==> src/rtl/conv3x3_window_ctrl_pkg.sv <==
// Shared definitions for the 3x3 window pipeline. The window controller,
// window engine and line buffers all use these.
//   CNT_W          : width of the column/row counters and line-buffer address
//   DEF_PIC_*      : default picture geometry
//   DEF_WIDTH      : default pixel word width
//   state_e        : window controller FSM states
package conv_pkg;

  localparam int unsigned CNT_W          = 9;
  localparam int unsigned DEF_PIC_WIDTH  = 480;
  localparam int unsigned DEF_PIC_HEIGHT = 272;
  localparam int unsigned DEF_WIDTH      = 24;

  typedef enum logic [1:0] {
    IDLE = 2'd0,
    FILL = 2'd1,
    RUN  = 2'd2
  } state_e;

endpackage

==> src/rtl/conv3x3_window_ctrl_if.sv <==
// Pixel stream, line-buffer strobes and window-engine outputs of the
// 3x3 window controller.
//   slave  : the controller (consumes the stream, drives everything else)
//   master : the stream source / downstream observer
interface conv3x3_window_ctrl_if;

  logic                       pix_valid;
  logic                       pix_sof;
  logic                       lb_wr_en;
  logic                       lb_rd_en;
  logic [conv_pkg::CNT_W-1:0] lb_addr;
  logic                       win_valid;
  logic [conv_pkg::CNT_W-1:0] win_x;
  logic [conv_pkg::CNT_W-1:0] win_y;
  logic                       frame_done;
  logic                       sof_err;
  logic                       busy;

  modport slave (
    input  pix_valid, pix_sof,
    output lb_wr_en, lb_rd_en, lb_addr,
    output win_valid, win_x, win_y,
    output frame_done, sof_err, busy
  );

  modport master (
    output pix_valid, pix_sof,
    input  lb_wr_en, lb_rd_en, lb_addr,
    input  win_valid, win_x, win_y,
    input  frame_done, sof_err, busy
  );

endinterface

==> src/rtl/conv3x3_window_ctrl_pix_pos_counter.sv <==
// Column/row position counter for the pixel stream.
//   clk, rst        : clock, synchronous active-high reset
//   adv_i           : a pixel is accepted this cycle
//   restart_i       : the pixel on the bus is (0,0) of a new frame
//   col_c_o/row_c_o : position of the pixel on the bus (combinational)
//   last_col_c_o    : that pixel is the last of its line
//   last_row_c_o    : that pixel is on the last line of the frame
module pix_pos_counter
  import conv_pkg::*;
#(
  parameter int unsigned PIC_WIDTH  = DEF_PIC_WIDTH,
  parameter int unsigned PIC_HEIGHT = DEF_PIC_HEIGHT
) (
  input  logic             clk,
  input  logic             rst,
  input  logic             adv_i,
  input  logic             restart_i,
  output logic [CNT_W-1:0] col_c_o,
  output logic [CNT_W-1:0] row_c_o,
  output logic             last_col_c_o,
  output logic             last_row_c_o
);

  logic [CNT_W-1:0] col_q, col_d;
  logic [CNT_W-1:0] row_q, row_d;

  // An SOF pixel is (0,0) regardless of where the previous frame stopped
  assign col_c_o      = restart_i ? '0 : col_q;
  assign row_c_o      = restart_i ? '0 : row_q;
  assign last_col_c_o = (col_c_o == CNT_W'(PIC_WIDTH - 1));
  assign last_row_c_o = (row_c_o == CNT_W'(PIC_HEIGHT - 1));

  // Next position; wrapping past the last pixel returns to (0,0)
  always_comb begin
    col_d = col_q;
    row_d = row_q;
    if (adv_i) begin
      if (last_col_c_o) begin
        col_d = '0;
        row_d = last_row_c_o ? '0 : row_c_o + CNT_W'(1);
      end else begin
        col_d = col_c_o + CNT_W'(1);
        row_d = row_c_o;
      end
    end
  end

  always_ff @(posedge clk) begin
    if (rst) begin
      col_q <= '0;
      row_q <= '0;
    end else begin
      col_q <= col_d;
      row_q <= row_d;
    end
  end

endmodule

==> src/rtl/conv3x3_window_ctrl.sv <==
// Sequencer for the 3x3 window/gradient datapath: tracks pixel position,
// strobes the line buffers, qualifies full 3x3 windows and reports frame
// completion or SOF aborts.
//   clk, rst : clock, synchronous active-high reset
//   bus      : pixel stream in; line-buffer strobes (combinational),
//              win_valid/win_x/win_y, frame_done, sof_err (registered),
//              busy (decoded from the state register)
module conv3x3_window_ctrl
  import conv_pkg::*;
#(
  parameter int unsigned PIC_WIDTH  = DEF_PIC_WIDTH,
  parameter int unsigned PIC_HEIGHT = DEF_PIC_HEIGHT,
  parameter int unsigned WIDTH      = DEF_WIDTH
) (
  input logic                  clk,
  input logic                  rst,
  conv3x3_window_ctrl_if.slave bus
);

  if (PIC_WIDTH < 3 || PIC_WIDTH > 511 || PIC_HEIGHT < 3 || PIC_HEIGHT > 511 || WIDTH < 1)
  begin : g_bad_param
    $error("conv3x3_window_ctrl: picture size or pixel width out of range");
  end

  state_e           state_q, state_d;
  logic             win_valid_q, win_valid_d;
  logic [CNT_W-1:0] win_x_q, win_x_d;
  logic [CNT_W-1:0] win_y_q, win_y_d;
  logic             frame_done_q, frame_done_d;
  logic             sof_err_q, sof_err_d;

  logic             accept;
  logic             sof_hit;
  logic [CNT_W-1:0] col, row;
  logic             last_col, last_row;

  // In IDLE only an SOF pixel starts a frame; elsewhere every valid pixel counts
  assign accept  = bus.pix_valid & ((state_q != IDLE) | bus.pix_sof);
  assign sof_hit = accept & bus.pix_sof;

  pix_pos_counter #(
    .PIC_WIDTH  (PIC_WIDTH),
    .PIC_HEIGHT (PIC_HEIGHT)
  ) u_pos (
    .clk          (clk),
    .rst          (rst),
    .adv_i        (accept),
    .restart_i    (sof_hit),
    .col_c_o      (col),
    .row_c_o      (row),
    .last_col_c_o (last_col),
    .last_row_c_o (last_row)
  );

  // Read-before-write line buffers: read and write the same column together
  assign bus.lb_wr_en   = accept;
  assign bus.lb_rd_en   = accept;
  assign bus.lb_addr    = col;
  assign bus.busy       = (state_q != IDLE);
  assign bus.win_valid  = win_valid_q;
  assign bus.win_x      = win_x_q;
  assign bus.win_y      = win_y_q;
  assign bus.frame_done = frame_done_q;
  assign bus.sof_err    = sof_err_q;

  // Next-state and registered-output decode; SOF beats end-of-frame
  always_comb begin
    state_d      = state_q;
    win_valid_d  = 1'b0;
    win_x_d      = win_x_q;
    win_y_d      = win_y_q;
    frame_done_d = 1'b0;
    sof_err_d    = 1'b0;
    unique case (state_q)
      IDLE: begin
        if (accept) state_d = FILL;
      end
      FILL: begin
        if (accept) begin
          if (bus.pix_sof) begin
            sof_err_d = 1'b1;
          end else if (last_col && row == CNT_W'(1)) begin
            state_d = RUN;
          end
        end
      end
      RUN: begin
        if (accept) begin
          if (bus.pix_sof) begin
            state_d   = FILL;
            sof_err_d = 1'b1;
          end else begin
            // Window centre trails the incoming pixel by one row and column
            if (col >= CNT_W'(2)) begin
              win_valid_d = 1'b1;
              win_x_d     = col - CNT_W'(1);
              win_y_d     = row - CNT_W'(1);
            end
            if (last_col && last_row) begin
              state_d      = IDLE;
              frame_done_d = 1'b1;
            end
          end
        end
      end
      default: state_d = IDLE;
    endcase
  end

  always_ff @(posedge clk) begin
    if (rst) begin
      state_q      <= IDLE;
      win_valid_q  <= 1'b0;
      win_x_q      <= '0;
      win_y_q      <= '0;
      frame_done_q <= 1'b0;
      sof_err_q    <= 1'b0;
    end else begin
      state_q      <= state_d;
      win_valid_q  <= win_valid_d;
      win_x_q      <= win_x_d;
      win_y_q      <= win_y_d;
      frame_done_q <= frame_done_d;
      sof_err_q    <= sof_err_d;
    end
  end

endmodule

==> src/flat_wrapper.sv <==
// flat-port wrapper written by rule: the top's interface ports become plain ports
module conv3x3_window_ctrl_flat import conv_pkg::*;
#(
  parameter int unsigned PIC_WIDTH  = DEF_PIC_WIDTH,
  parameter int unsigned PIC_HEIGHT = DEF_PIC_HEIGHT,
  parameter int unsigned WIDTH      = DEF_WIDTH
)
  (clk, rst, bus_pix_valid, bus_pix_sof, bus_lb_wr_en, bus_lb_rd_en, bus_lb_addr, bus_win_valid, bus_win_x, bus_win_y, bus_frame_done, bus_sof_err, bus_busy);
  conv3x3_window_ctrl_if bus_i ();
  input logic clk;
  input logic rst;
  input wire logic [$bits(bus_i.pix_valid)-1:0] bus_pix_valid;
  input wire logic [$bits(bus_i.pix_sof)-1:0] bus_pix_sof;
  output wire logic [$bits(bus_i.lb_wr_en)-1:0] bus_lb_wr_en;
  output wire logic [$bits(bus_i.lb_rd_en)-1:0] bus_lb_rd_en;
  output wire logic [$bits(bus_i.lb_addr)-1:0] bus_lb_addr;
  output wire logic [$bits(bus_i.win_valid)-1:0] bus_win_valid;
  output wire logic [$bits(bus_i.win_x)-1:0] bus_win_x;
  output wire logic [$bits(bus_i.win_y)-1:0] bus_win_y;
  output wire logic [$bits(bus_i.frame_done)-1:0] bus_frame_done;
  output wire logic [$bits(bus_i.sof_err)-1:0] bus_sof_err;
  output wire logic [$bits(bus_i.busy)-1:0] bus_busy;
  assign bus_i.pix_valid = bus_pix_valid;
  assign bus_i.pix_sof = bus_pix_sof;
  assign bus_lb_wr_en = bus_i.lb_wr_en;
  assign bus_lb_rd_en = bus_i.lb_rd_en;
  assign bus_lb_addr = bus_i.lb_addr;
  assign bus_win_valid = bus_i.win_valid;
  assign bus_win_x = bus_i.win_x;
  assign bus_win_y = bus_i.win_y;
  assign bus_frame_done = bus_i.frame_done;
  assign bus_sof_err = bus_i.sof_err;
  assign bus_busy = bus_i.busy;
  conv3x3_window_ctrl #(.PIC_WIDTH(PIC_WIDTH), .PIC_HEIGHT(PIC_HEIGHT), .WIDTH(WIDTH)) u_core (.clk(clk), .rst(rst), .bus(bus_i));
endmodule
==> config.mk <==
export PLATFORM = sky130hd
export DESIGN_NAME = conv3x3_window_ctrl_flat
export DESIGN_NICKNAME = d
export VERILOG_FILES = /design/src/rtl/conv3x3_window_ctrl_pkg.sv /design/src/rtl/conv3x3_window_ctrl_if.sv /design/src/rtl/conv3x3_window_ctrl_pix_pos_counter.sv /design/src/rtl/conv3x3_window_ctrl.sv /design/src/flat_wrapper.sv
export SDC_FILE = /design/constraint.sdc
export NUM_CORES = 1
export LEC_CHECK = 0
export ABC_AREA = 1
export BUFFER_PORTS_ARGS = -buffer_cell sky130_fd_sc_hd__buf_2
export CORE_UTILIZATION = 35
export DETAILED_ROUTE_END_ITERATION = 8
export PLACE_DENSITY = 0.54
export SYNTH_ARGS = -nofsm -noshare
export SYNTH_HDL_FRONTEND = slang
export SYNTH_SLANG_ARGS = --single-unit
==> constraint.sdc <==
create_clock -name clk -period 4.1 [get_ports clk]
set_input_delay 0.205 -clock clk [delete_from_list [all_inputs] [get_ports clk]]
set_output_delay 0.205 -clock clk [all_outputs]
set_load 0.005 [all_outputs]
==> results of run 1 <==
logic make-up after synthesis:
| logic type | Yosys count | synth area share |
|---|---|---|
| AO/OA/AOI/OAI | 49 | 0.103 |
| XOR/XNOR | 14 | 0.0491 |
| adder cells (fa/ha/maj) | 9 | 0.0451 |
| buffers and inverters | 59 | 0.104 |
| flip-flops | 41 | 0.329 |
| AND/OR/NAND/NOR | 204 | 0.370 |
state kept, by name, summed over array words and instances (netlist names):
name and cells:
u_core.bus.win_x 9, u_core.bus.win_y 9, u_core.u_pos.col_q 9, u_core.u_pos.row_q 9, u_core.state_q 2, u_core.bus.frame_done 1
u_core.bus.sof_err 1, u_core.bus.win_valid 1
tightest hold or removal path: stages:
cell and delay, ps:
sky130_fd_sc_hd__buf_2 120, sky130_fd_sc_hd__nor2_1 70, sky130_fd_sc_hd__nand3_1 130, sky130_fd_sc_hd__a21oi_1 60
routing by layer:
metal,global-route usage,routed length [um]
met5,0,0
met4,0.0515,98
met3,0.0362,280
met2,0.274,2690
met1,0.240,3110
where the power goes:
part / switching (mW) / total, mW / internal, mW / leakage (nW)
sequential: 0.0168 / 0.434 / 0.417 / 0.331
combinational: 0.192 / 0.295 / 0.103 / 0.896
clock: 0.141 / 0.259 / 0.118 / 0.0450
total: 0.350 / 0.988 / 0.638 / 1.27
area by class of cell:
type | instances | area (um^2) | share of cell area
repair buffers | 37 | 188 | 0.0669
clock inverters | 2 | 10.0 | 0.00357
well taps | 96 | 120 | 0.0428
inverters | 46 | 178 | 0.0633
multi-input cells | 276 | 1420 | 0.505
flip-flops and latches | 41 | 821 | 0.293
clock buffers | 6 | 72.6 | 0.0259
how the worst max path moves through the flow:
stage | startpoint | end | slack (ps) | cells past startpoint
floorplan | bus_pix_sof | u_core.state_q[0]$_SDFFE_PP0P_ | 2080 | 15
global placement | bus_pix_sof | u_core.state_q[0]$_SDFFE_PP0P_ | 1560 | 14
detailed placement | bus_pix_sof | u_core.state_q[0]$_SDFFE_PP0P_ | 1480 | 14
CTS | u_core.state_q[0]$_SDFFE_PP0P_ | u_core.u_pos.row_q[4]$_SDFFE_PP0P_ | 1560 | 9
global route | u_core.state_q[0]$_SDFFE_PP0P_ | u_core.u_pos.row_q[4]$_SDFFE_PP0P_ | 1410 | 9
finish | u_core.state_q[0]$_SDFFE_PP0P_ | u_core.u_pos.row_q[4]$_SDFFE_PP0P_ | 1560 | 9
cell usage after synthesis, drive strengths merged:
master  count  area, um^2
a211oi      1        7.51
a21oi      33         165
a221oi      1        8.76
buf         8        63.8
clkbuf      5        18.8
dfxtp      41         821
ha          9         113
inv        46         178
nand2      91         374
nand3      42         210
nand4       5        37.5
nor2       63         287
nor3        2        10.0
o211ai      1        7.51
o21ai      12        60.1
o21bai      1        7.51
or2         1        6.26
xnor2       5        43.8
xor2        9        78.8
==> metrics.log, run 1 <==
INFO  metric avgRoutedWirePerCell = about 12 um
INFO  metric number_of_register_bits_inferred_by_synthesis = between 40 and 50
INFO  metric synth_sequential_area_ratio = 0.329
INFO  metric timing.critical_path.required = ~4300 ps
INFO  metric cts_made_buffers = 5
INFO  metric postLayoutCoreUtil = 0.411
INFO  metric first_global_vias = between 2,000 and 2,500
INFO  metric path_clk_slew = around 80 ps
INFO  metric hold_ws = around 350 ps
INFO  metric clock_tree.htree_level_count = 2
INFO  metric post-route-min-period = 2540 ps
INFO  metric hold_start = bus_pix_sof
INFO  metric layout_worst_path_cycle_share = 0.620
INFO  metric dp_cells = ~500
INFO  metric grt_max_degree = 27
INFO  metric cts.repair.resized = 0
INFO  metric postSynthAreaPerCell = between 6 and 7 um^2
INFO  metric clock_latency = approximately 300 ps
INFO  metric grt.overflow.total = 0
INFO  metric hold_viol_final = 0
INFO  metric slowest_delay = between 400 and 500 ps
INFO  metric yosys_warnings = 0
INFO  metric startpoint_type = flop
INFO  metric timing.final.max_slew_violations = 0
INFO  metric die_height = slightly below 90 um
INFO  metric grt_first_pass_wirelength = slightly above 10,000 um
INFO  metric remaining_drc_errors = 0
INFO  metric pre_cts_setup_slack = 1480 ps
INFO  metric fin_tns_setup = 0 ps
INFO  metric dieArea = about 0.0075 mm^2
INFO  metric post_synth_num_cell_types = 29
INFO  metric post_layout_nonfiller_instances = between 500 and 600
INFO  metric place_congestion = approximately 0.86
INFO  metric cts_setup_buffers = 0
INFO  metric detailed_place_hpwl = approximately 4600 um
INFO  metric highest_clock_rate = about 390 MHz
INFO  metric postRouteWirelength = 6180 um
INFO  metric detail_route.vias_per_cell = approximately 4.8
INFO  metric fin_area = between 0.002 and 0.003 mm^2
INFO  metric routed-via-count = between 2,000 and 2,500
INFO  metric critical_path.slowest_cell = sky130_fd_sc_hd__nand2_1
INFO  metric drtIter0Drc = 111
INFO  metric cp_num_buf_inv = 3
INFO  metric boundaryPins = 37
INFO  metric rsz0062_at_grt = no
INFO  metric layout.cells.most_common = sky130_fd_sc_hd__nand2_1
INFO  metric max_cap_viol_count = 0
INFO  metric r2r-start = u_core.state_q[0]$_SDFFE_PP0P_
INFO  metric reg2regPathDepth = 9
INFO  metric filler_cell_count = around 770
INFO  metric drt.antenna.violating_nets = 0
INFO  metric slew_headroom = 0.621
INFO  metric die_boundary_width = roughly 86 um
INFO  metric worst_slew_pin_slew = roughly 570 ps
INFO  metric cts_tree = done
INFO  metric drive_gt1_frac = 0.172
INFO  metric timing.critical_path.to_type = flop
INFO  metric drt-pass1-iter-count = 4
INFO  metric core_region_area = between 0.006 and 0.007 mm^2
INFO  metric worst_hold_path_type = input pin to flop
INFO  metric worstPathArrival = 2770 ps
INFO  metric fin_skew = approximately 9.2 ps
INFO  metric postSynthNetCount = 389
INFO  metric power.static_leakage = between 1 and 1.5 nW
INFO  metric ff2ff_setup_slack = around 1600 ps
INFO  metric clock-sinks = 41
INFO  metric buffer_ports.inserted = 36
INFO  metric run_status = complete, no violations
INFO  metric timing.critical_path.mode_cell = sky130_fd_sc_hd__inv_1
INFO  metric grt_usage = 0.174
INFO  metric critical_path_peak_fanout = 16
INFO  metric hold-path-cell-count = 4
INFO  metric postLayoutSetupSlackWorst = between 1500 and 2000 ps
INFO  metric cell_by_cell_trace_of_the_critical_path = inv_1 > ha_1 > inv_1 > nand2_1 > nand2_1 > inv_1 > nor2_1 > nand3_1 > a21oi_1
INFO  metric clk_root_buffer_cell = sky130_fd_sc_hd__clkbuf_8
INFO  metric post_synth_inst_count = between 300 and 400
INFO  metric post_cts_hold_buffers = 0
INFO  metric grt_antenna_before_repair = 0
INFO  metric floorplan.rows = 30
INFO  metric hold_end = u_core.bus.win_valid$_SDFF_PP0_
INFO  metric power.density_cell_area = 352 mW/mm^2
INFO  metric number_of_nets_in_the_layout = 420
INFO  metric kind_of_cell_adding_the_most_delay_to_the_critical_path = simple AND/OR/NAND/NOR gates
INFO  metric post_dp_cell_area = between 0.002 and 0.003 mm^2
INFO  metric crit-reg2reg-capture = u_core.u_pos.row_q[4]$_SDFFE_PP0P_
INFO  metric synthesis.area = 0.00250 mm^2
INFO  metric antenna_cells_inserted = 0
INFO  metric most-common-layout-cells = 84 x sky130_fd_sc_hd__nand2_1, 53 x sky130_fd_sc_hd__nor2_1, 42 x sky130_fd_sc_hd__nand3_1, 41 x sky130_fd_sc_hd__dfxtp_1, 39 x sky130_fd_sc_hd__inv_1
INFO  metric worst_ir_drop_vdd = about 0.13 mV
INFO  metric area_delta_synth_final = 12.3%
INFO  metric ctsLongestPathBuffers = 2
INFO  metric p_total = around 990 uW
INFO  metric effective_utilization_at_floorplan = 0.366
INFO  metric report.final.setup_viol = 0
INFO  metric timing.setup.critical_path_class = flop to flop
Note: power is estimated with default switching activity, not from simulation.
==> run 2, diff against run 1 <==
==> constraint.sdc (replaced) <==
create_clock -name clk -period 2.65 [get_ports clk]
set_input_delay 0.1325 -clock clk [delete_from_list [all_inputs] [get_ports clk]]
set_output_delay 0.1325 -clock clk [all_outputs]
set_load 0.005 [all_outputs]
==> run 2 against run 1 <==
Effect of this change: flip-flop and latch count unchanged; global-route usage up 0.70 points; critical path depth grew 3; combinational power increased by 63%; sequential power is 55% higher; final cell count increased by 0.99%; worst setup slack got worse by 1000 ps; die area stayed put; via count decreased by 0.92%; register-to-register slack lost 1000 ps; clock skew is 4.5 ps lower; final area grew 2.7%; largest power group unchanged.
==> metrics.log, run 2 (synthesized netlist as in run 1, its figures left out) <==
INFO  metric dieArea = 0.00748 mm^2 (unchanged)
INFO  metric die_height = 86.5 um (unchanged)
INFO  metric drtIter0Drc = 112 (+0.90%)
INFO  metric power.density_cell_area = 589 mW/mm^2 (+67%)
INFO  metric power.sequential.fraction = 0.396 (-0.043)
INFO  metric highest_clock_rate = 475 MHz (+21%)
INFO  metric fin_skew = 4.69 ps (-4.48 ps)
INFO  metric most-common-layout-cells = 84 x sky130_fd_sc_hd__nand2_1, 53 x sky130_fd_sc_hd__nor2_1, 42 x sky130_fd_sc_hd__nand3_1, 41 x sky130_fd_sc_hd__dfxtp_1, 39 x sky130_fd_sc_hd__inv_1
INFO  metric timing.critical_path.mode_cell = sky130_fd_sc_hd__nand3_1
INFO  metric fin_tns_setup = 0 ps (unchanged)
INFO  metric timing.setup.critical_path_class = flop to flop
INFO  metric worst_hold_path_type = input pin to flop
INFO  metric cp_num_buf_inv = 2 (-1)
INFO  metric critical_path.slowest_cell = sky130_fd_sc_hd__dfxtp_1
INFO  metric detailed_place_hpwl = 4780 um (+3.3%)
INFO  metric floorplan.rows = 30 (unchanged)
INFO  metric kind_of_cell_adding_the_most_delay_to_the_critical_path = simple AND/OR/NAND/NOR gates
INFO  metric run_status = complete, no violations
INFO  metric grt_first_pass_wirelength = 10,600 um (+3.2%)
INFO  metric critical_path_peak_fanout = 6 (-10)
INFO  metric cts_setup_buffers = 0 (unchanged)
INFO  metric postRouteWirelength = 6300 um (+2.0%)
INFO  metric cts_made_buffers = 5 (unchanged)
INFO  metric pwr-share-comb = 0.284 (-0.015)
INFO  metric report.final.setup_viol = 0 (unchanged)
INFO  metric clock-sinks = 41 (unchanged)
INFO  metric remaining_drc_errors = 0 (unchanged)
INFO  metric number_of_nets_in_the_layout = 425 (+1.2%)
INFO  metric routed-via-count = 2,376 (-0.92%)
INFO  metric drive_gt1_frac = 0.184 (+0.0125)
INFO  metric power.switching = 567 uW (+62%)
INFO  metric timing.critical_path.required = 2840 ps (-1480 ps)
INFO  metric place_congestion = 0.864 (+0.63%)
INFO  metric worst_slew_pin_slew = 537 ps (-29.1 ps)
INFO  metric power.static_leakage = 1.31 nW (+2.8%)
INFO  metric share_clk_of_total_power = 0.320 (+0.058)
INFO  metric layout.cells.most_common = sky130_fd_sc_hd__nand2_1
INFO  metric max_cap_viol_count = 0 (unchanged)
INFO  metric post-route-min-period = 2110 ps (-436 ps)
INFO  metric core_region_area = 0.00683 mm^2 (unchanged)
INFO  metric path_clk_slew = 80 ps (about the same)
INFO  metric slowest_delay = 360 ps (-110 ps)
INFO  metric rsz0062_at_grt = no
INFO  metric timing.critical_path.to_type = flop
INFO  metric detail_route.vias_per_cell = 4.67 (-1.9%)
INFO  metric avgRoutedWirePerCell = 12.4 um (+1.0%)
INFO  metric grt_usage = 0.181 (+0.00702)
INFO  metric timing.final.max_slew_violations = 0 (unchanged)
INFO  metric ff2ff_setup_slack = 540 ps (-1010 ps)
INFO  metric area_delta_synth_final = 15.3%
INFO  metric grt.overflow.total = 0 (unchanged)
INFO  metric clock_tree.htree_level_count = 2 (unchanged)
INFO  metric cts_tree = done
INFO  metric buffer_ports.inserted = 36 (unchanged)
INFO  metric boundaryPins = 37 (unchanged)
INFO  metric startpoint_type = flop
INFO  metric die_boundary_width = 86.5 um (unchanged)
INFO  metric slew_headroom = 0.641 (+0.0199)
INFO  metric drt.antenna.violating_nets = 0 (unchanged)
INFO  metric fin_area = 0.00288 mm^2 (+2.7%)
INFO  metric effective_utilization_at_floorplan = 0.366 (unchanged)
INFO  metric worst_ir_drop_vdd = 0.204 mV (+63%)
INFO  metric intPower = 1.13 mW (+77%)
INFO  metric grt_max_degree = 27 (unchanged)
INFO  metric sw_frac_of_total = 0.334 (-0.0201)
INFO  metric grt_antenna_before_repair = 0 (unchanged)
INFO  metric worstPathArrival = 2300 ps (-470 ps)
INFO  metric p_total = 1.70 mW (+72%)
INFO  metric first_global_vias = 2,155 (+0.14%)
INFO  metric clk_root_buffer_cell = sky130_fd_sc_hd__clkbuf_8
INFO  metric cell_by_cell_trace_of_the_critical_path = inv_1 > nor2_1 > ha_1 > nand3_1 > nor2_2 > nand3_1 > inv_2 > nand3_1 > nand2_1 > nand3_1 > nand2_1 > nor2_1
INFO  metric drt-pass1-iter-count = 4 (unchanged)
INFO  metric post_cts_hold_buffers = 0 (unchanged)
INFO  metric hold_viol_final = 0 (unchanged)
INFO  metric ctsLongestPathBuffers = 2 (unchanged)
INFO  metric layout_worst_path_cycle_share = 0.795 (+0.175)
INFO  metric cts.repair.resized = 0 (unchanged)
INFO  metric post_dp_cell_area = 0.00276 mm^2 (+1.4%)
INFO  metric antenna_cells_inserted = 0 (unchanged)
INFO  metric clock_latency = 300 ps (about the same)
## run 2: cell types whose count changed in the layout (fill, tap and decap cells not counted)
cell	before	now
sky130_fd_sc_hd__clkinvlp_4	0	1
sky130_fd_sc_hd__buf_4	1	6
sky130_fd_sc_hd__bufinv_16	0	1
sky130_fd_sc_hd__clkinv_2	2	0
sky130_fd_sc_hd__clkbuf_1	1	0
sky130_fd_sc_hd__clkbuf_8	5	6
## run 2: area by class of cell
class	instances	area, um^2
clock buffer	6	82.6
clock inverter	2	37.5
fill	776	3950
inverter	46	178
multi-input combinational	276	1420
sequential	41	821
tap	96	120
timing repair buffer	42	225
## run 2: final timing paths
path	from	end	cells after the start
worst min register to register	u_core.bus.win_y[1]$_SDFFE_PP0P_	u_core.bus.win_y[1]$_SDFFE_PP0P_	2
worst max-delay path	u_core.u_pos.col_q[1]$_SDFFE_PP0P_	u_core.state_q[0]$_SDFFE_PP0P_	12
worst max register to register	u_core.u_pos.col_q[1]$_SDFFE_PP0P_	u_core.state_q[0]$_SDFFE_PP0P_	12
worst min-delay path	bus_pix_sof	u_core.bus.win_valid$_SDFF_PP0_	4
## run 2: worst register-to-register path, delay by kind of cell (launching register included)
family	cells	cell delay (ps)
simple gates	9	1250
flops	1	360
fa+ha+maj	1	240
buf+inv	2	160
## run 2: power by group through the flow
stage	sequential, mW	combinational [mW]	clock (mW)
final	0.671	0.482	0.542
after global routing	0.676	0.551	0.582
after CTS	0.671	0.486	0.558
after detailed placement	0.686	0.483	0
after global placement	0.684	0.481	0
after floorplan	0.679	0.360	0
## run 2: metrics by stage
stage	util	setup slack (ps)	cells	hold slack, ps
finish	0.422	544	509	238
global placement	0.404	564	501	445
detailed placement	0.404	501	501	450
global route	0.422	247	509	250
CTS	0.422	542	509	242
floorplan	-	707	376	339
## run 2: per-layer routing
metal,vias up,track usage,part of all wire
met2,45,0.281,0.44
met1,1066,0.256,0.52
met4,0,0.0530,0.011
met3,4,0.0352,0.037
li1,1261,-,-
met5,-,0,0
==> run 3, diff against run 2 <==
==> constraint.sdc (replaced) <==
create_clock -name clk -period 1.95 [get_ports clk]
set_input_delay 0.0975 -clock clk [delete_from_list [all_inputs] [get_ports clk]]
set_output_delay 0.0975 -clock clk [all_outputs]
set_load 0.005 [all_outputs]
==> run 3 against run 2 <==
Effect of this change: core utilization grew 1.3 points; sequential share of layout area shrank 0.86 points; via count grew 1.1%; combinational power grew 45%; final cell count grew 2.4%; routed wire length grew 0.44%; sequential power grew 36%; power grew 27%; non-clock buffer count grew 12; critical endpoint is now u_core.state_q[1]$_SDFFE_PP0P_.
==> metrics.log, run 3 (synthesized netlist as in run 1, its figures left out) <==
INFO  metric core_region_area = 0.00683 mm^2 (unchanged)
INFO  metric startpoint_type = flop
INFO  metric post_layout_nonfiller_instances = 521 (+2.4%)
INFO  metric timing.critical_path.required = 2140 ps (-700 ps)
INFO  metric report.final.setup_viol = 0 (unchanged)
INFO  metric reg2regPathDepth = 12 (unchanged)
INFO  metric detail_route.vias_per_cell = 4.61 (-1.3%)
INFO  metric max_cap_viol_count = 0 (unchanged)
INFO  metric run_status = complete, no violations
INFO  metric crit-reg2reg-capture = u_core.state_q[1]$_SDFFE_PP0P_
INFO  metric grt_usage = 0.179 (-0.00207)
INFO  metric hold_viol_final = 0 (unchanged)
INFO  metric drive_gt1_frac = 0.224 (+0.0395)
INFO  metric worst_slew_pin_slew = 515 ps (-22.2 ps)
INFO  metric clock_latency = 300 ps (about the same)
INFO  metric worst_hold_path_type = input pin to flop
INFO  metric first_global_vias = 2,198 (+2.0%)
INFO  metric clk_root_buffer_cell = sky130_fd_sc_hd__clkbuf_8
INFO  metric place_congestion = 0.891 (+3.1%)
INFO  metric postRouteWirelength = 6330 um (+0.44%)
INFO  metric ff2ff_setup_slack = 200 ps (-340 ps)
INFO  metric grt.overflow.total = 0 (unchanged)
INFO  metric grt_antenna_before_repair = 0 (unchanged)
INFO  metric drt-pass1-iter-count = 4 (unchanged)
INFO  metric power.sequential.fraction = 0.422 (+0.026)
INFO  metric floorplan.rows = 30 (unchanged)
INFO  metric avgRoutedWirePerCell = 12.2 um (-1.9%)
INFO  metric timing.final.max_slew_violations = 0 (unchanged)
INFO  metric r2r-start = u_core.u_pos.col_q[1]$_SDFFE_PP0P_
INFO  metric die_boundary_width = 86.5 um (unchanged)
INFO  metric ctsLongestPathBuffers = 2 (unchanged)
INFO  metric antenna_cells_inserted = 0 (unchanged)
INFO  metric clock_tree.htree_level_count = 2 (unchanged)
INFO  metric critical_path.slowest_cell = sky130_fd_sc_hd__dfxtp_1
INFO  metric effective_utilization_at_floorplan = 0.366 (unchanged)
INFO  metric routed-via-count = 2,401 (+1.1%)
INFO  metric layout.cells.most_common = sky130_fd_sc_hd__nand2_1
INFO  metric power.density_cell_area = 727 mW/mm^2 (+24%)
INFO  metric boundaryPins = 37 (unchanged)
INFO  metric cts_made_buffers = 5 (unchanged)
INFO  metric path_clk_slew = 90 ps (about the same)
INFO  metric die_height = 86.5 um (unchanged)
INFO  metric number_of_nets_in_the_layout = 437 (+2.8%)
INFO  metric timing.critical_path.mode_cell = sky130_fd_sc_hd__nand2_1
INFO  metric area_delta_synth_final = 18.9%
INFO  metric cell_by_cell_trace_of_the_critical_path = inv_1 > nor2_2 > ha_2 > nand3_2 > nor2_4 > nand2_2 > inv_2 > nand2_1 > nand2_1 > nand3_1 > nand2_1 > nor2_1
INFO  metric fin_skew = 14.4 ps (+9.75 ps)
INFO  metric rsz0062_at_grt = no
INFO  metric intPower = 1.40 mW (+24%)
INFO  metric remaining_drc_errors = 0 (unchanged)
INFO  metric worst_ir_drop_vdd = 0.269 mV (+32%)
INFO  metric cts_tree = done
INFO  metric share_clk_of_total_power = 0.255 (-0.065)
INFO  metric highest_clock_rate = 572 MHz (+20%)
INFO  metric dp_cells = 512 (+2.2%)
INFO  metric fin_tns_setup = 0 ps (unchanged)
INFO  metric sw_frac_of_total = 0.353 (+0.0190)
INFO  metric slew_headroom = 0.656 (+0.0148)
INFO  metric timing.setup.critical_path_class = flop to flop
INFO  metric worstPathArrival = 1940 ps (-360 ps)
INFO  metric timing.critical_path.to_type = flop
INFO  metric drt.antenna.violating_nets = 0 (unchanged)
INFO  metric grt_first_pass_wirelength = 10,600 um (-0.65%)
INFO  metric detailed_place_hpwl = 4790 um (+0.20%)
INFO  metric post-route-min-period = 1750 ps (-358 ps)
INFO  metric grt_max_degree = 26 (-3.7%)
INFO  metric pwr-share-comb = 0.323 (+0.039)
INFO  metric dieArea = 0.00748 mm^2 (unchanged)
INFO  metric power.static_leakage = 1.37 nW (+4.6%)
INFO  metric setup.worst_path.end = u_core.state_q[1]$_SDFFE_PP0P_
INFO  metric most-common-layout-cells = 81 x sky130_fd_sc_hd__nand2_1, 52 x sky130_fd_sc_hd__nor2_1, 41 x sky130_fd_sc_hd__dfxtp_1, 39 x sky130_fd_sc_hd__inv_1, 39 x sky130_fd_sc_hd__nand3_1
INFO  metric startpoint = u_core.u_pos.col_q[1]$_SDFFE_PP0P_
INFO  metric buffer_ports.inserted = 36 (unchanged)
INFO  metric slowest_delay = 350 ps (about the same)
INFO  metric power.switching = 763 uW (+35%)
INFO  metric drtIter0Drc = 124 (+11%)
INFO  metric clock-sinks = 41 (unchanged)
INFO  metric critical_path_peak_fanout = 5 (-1)
INFO  metric layout_worst_path_cycle_share = 0.897 (+0.102)
==> run 3: cell type report <==
class	instances	area [um^2]
Clock buffer	6	72.6
Fill cell	764	3860
Inverter	46	178
Clock inverter	2	10.0
Multi-Input combinational cell	276	1450
Tap cell	96	120
Sequential cell	41	821
Timing Repair Buffer	54	315
==> run 3: critical path: cells and delay by family, from the launching register on <==
family	cells	cell delay (ps)
flip-flops	1	350
adder cells (fa/ha/maj)	1	200
AND/OR/NAND/NOR	9	910
buffers and inverters	2	180
==> run 3: through the flow <==
step / hold slack [ps] / util / instance area, um^2 / total power, mW / setup slack, ps
global placement: 447 / 0.416 / 2840 / 1.62 / 23.4
finish: 204 / 0.435 / 2970 / 2.16 / 202
CTS: 181 / 0.428 / 2930 / 2.18 / 13.0
detailed placement: 451 / 0.416 / 2840 / 1.62 / 20.2
floorplan: 304 / - / 2500 / 1.41 / 41.9
global route: 248 / 0.435 / 2970 / 2.31 / 1.30
==> run 3: power groups by stage <==
stage          logic (mW)  clock network (mW)  registers (mW)
3_5_place_dp        0.686                   0           0.931
2_1_floorplan       0.490                   0           0.922
5_1_grt             0.788               0.600           0.918
4_1_cts             0.690               0.574           0.911
6_report            0.697               0.551           0.912
3_3_place_gp        0.691                   0           0.929
==> run 3: worst min-delay path by stage <==
stage,end,cells past startpoint,from,slack (ps)
6_report,u_core.u_pos.row_q[0]$_SDFFE_PP0P_,4,bus_pix_valid,200
5_1_grt,u_core.u_pos.row_q[0]$_SDFFE_PP0P_,4,bus_pix_valid,250
4_1_cts,u_core.u_pos.row_q[0]$_SDFFE_PP0P_,4,bus_pix_valid,180
3_5_place_dp,u_core.bus.win_y[6]$_SDFFE_PP0P_,2,u_core.bus.win_y[6]$_SDFFE_PP0P_,450
3_3_place_gp,u_core.bus.win_x[2]$_SDFFE_PP0P_,2,u_core.bus.win_x[2]$_SDFFE_PP0P_,450
2_1_floorplan,u_core.bus.win_valid$_SDFF_PP0_,3,bus_pix_sof,300
==> run 3: routing by layer <==
| layer | global-route usage | vias to the layer above | part of all wire |
|---|---|---|---|
| met2 | 0.291 | 49 | 0.46 |
| met5 | 0 | - | 0 |
| li1 | - | 1290 | - |
| met3 | 0.0343 | 4 | 0.033 |
| met4 | 0.0439 | 0 | 0.0052 |
| met1 | 0.245 | 1058 | 0.50 |
==> run 3: repair_timing <==
action	in CTS	in global routing
hold buffers	0	0
setup buffers	0	1
endpoints found under the setup margin	0	30
resized for setup	0	10
endpoints found under the hold margin	0	0
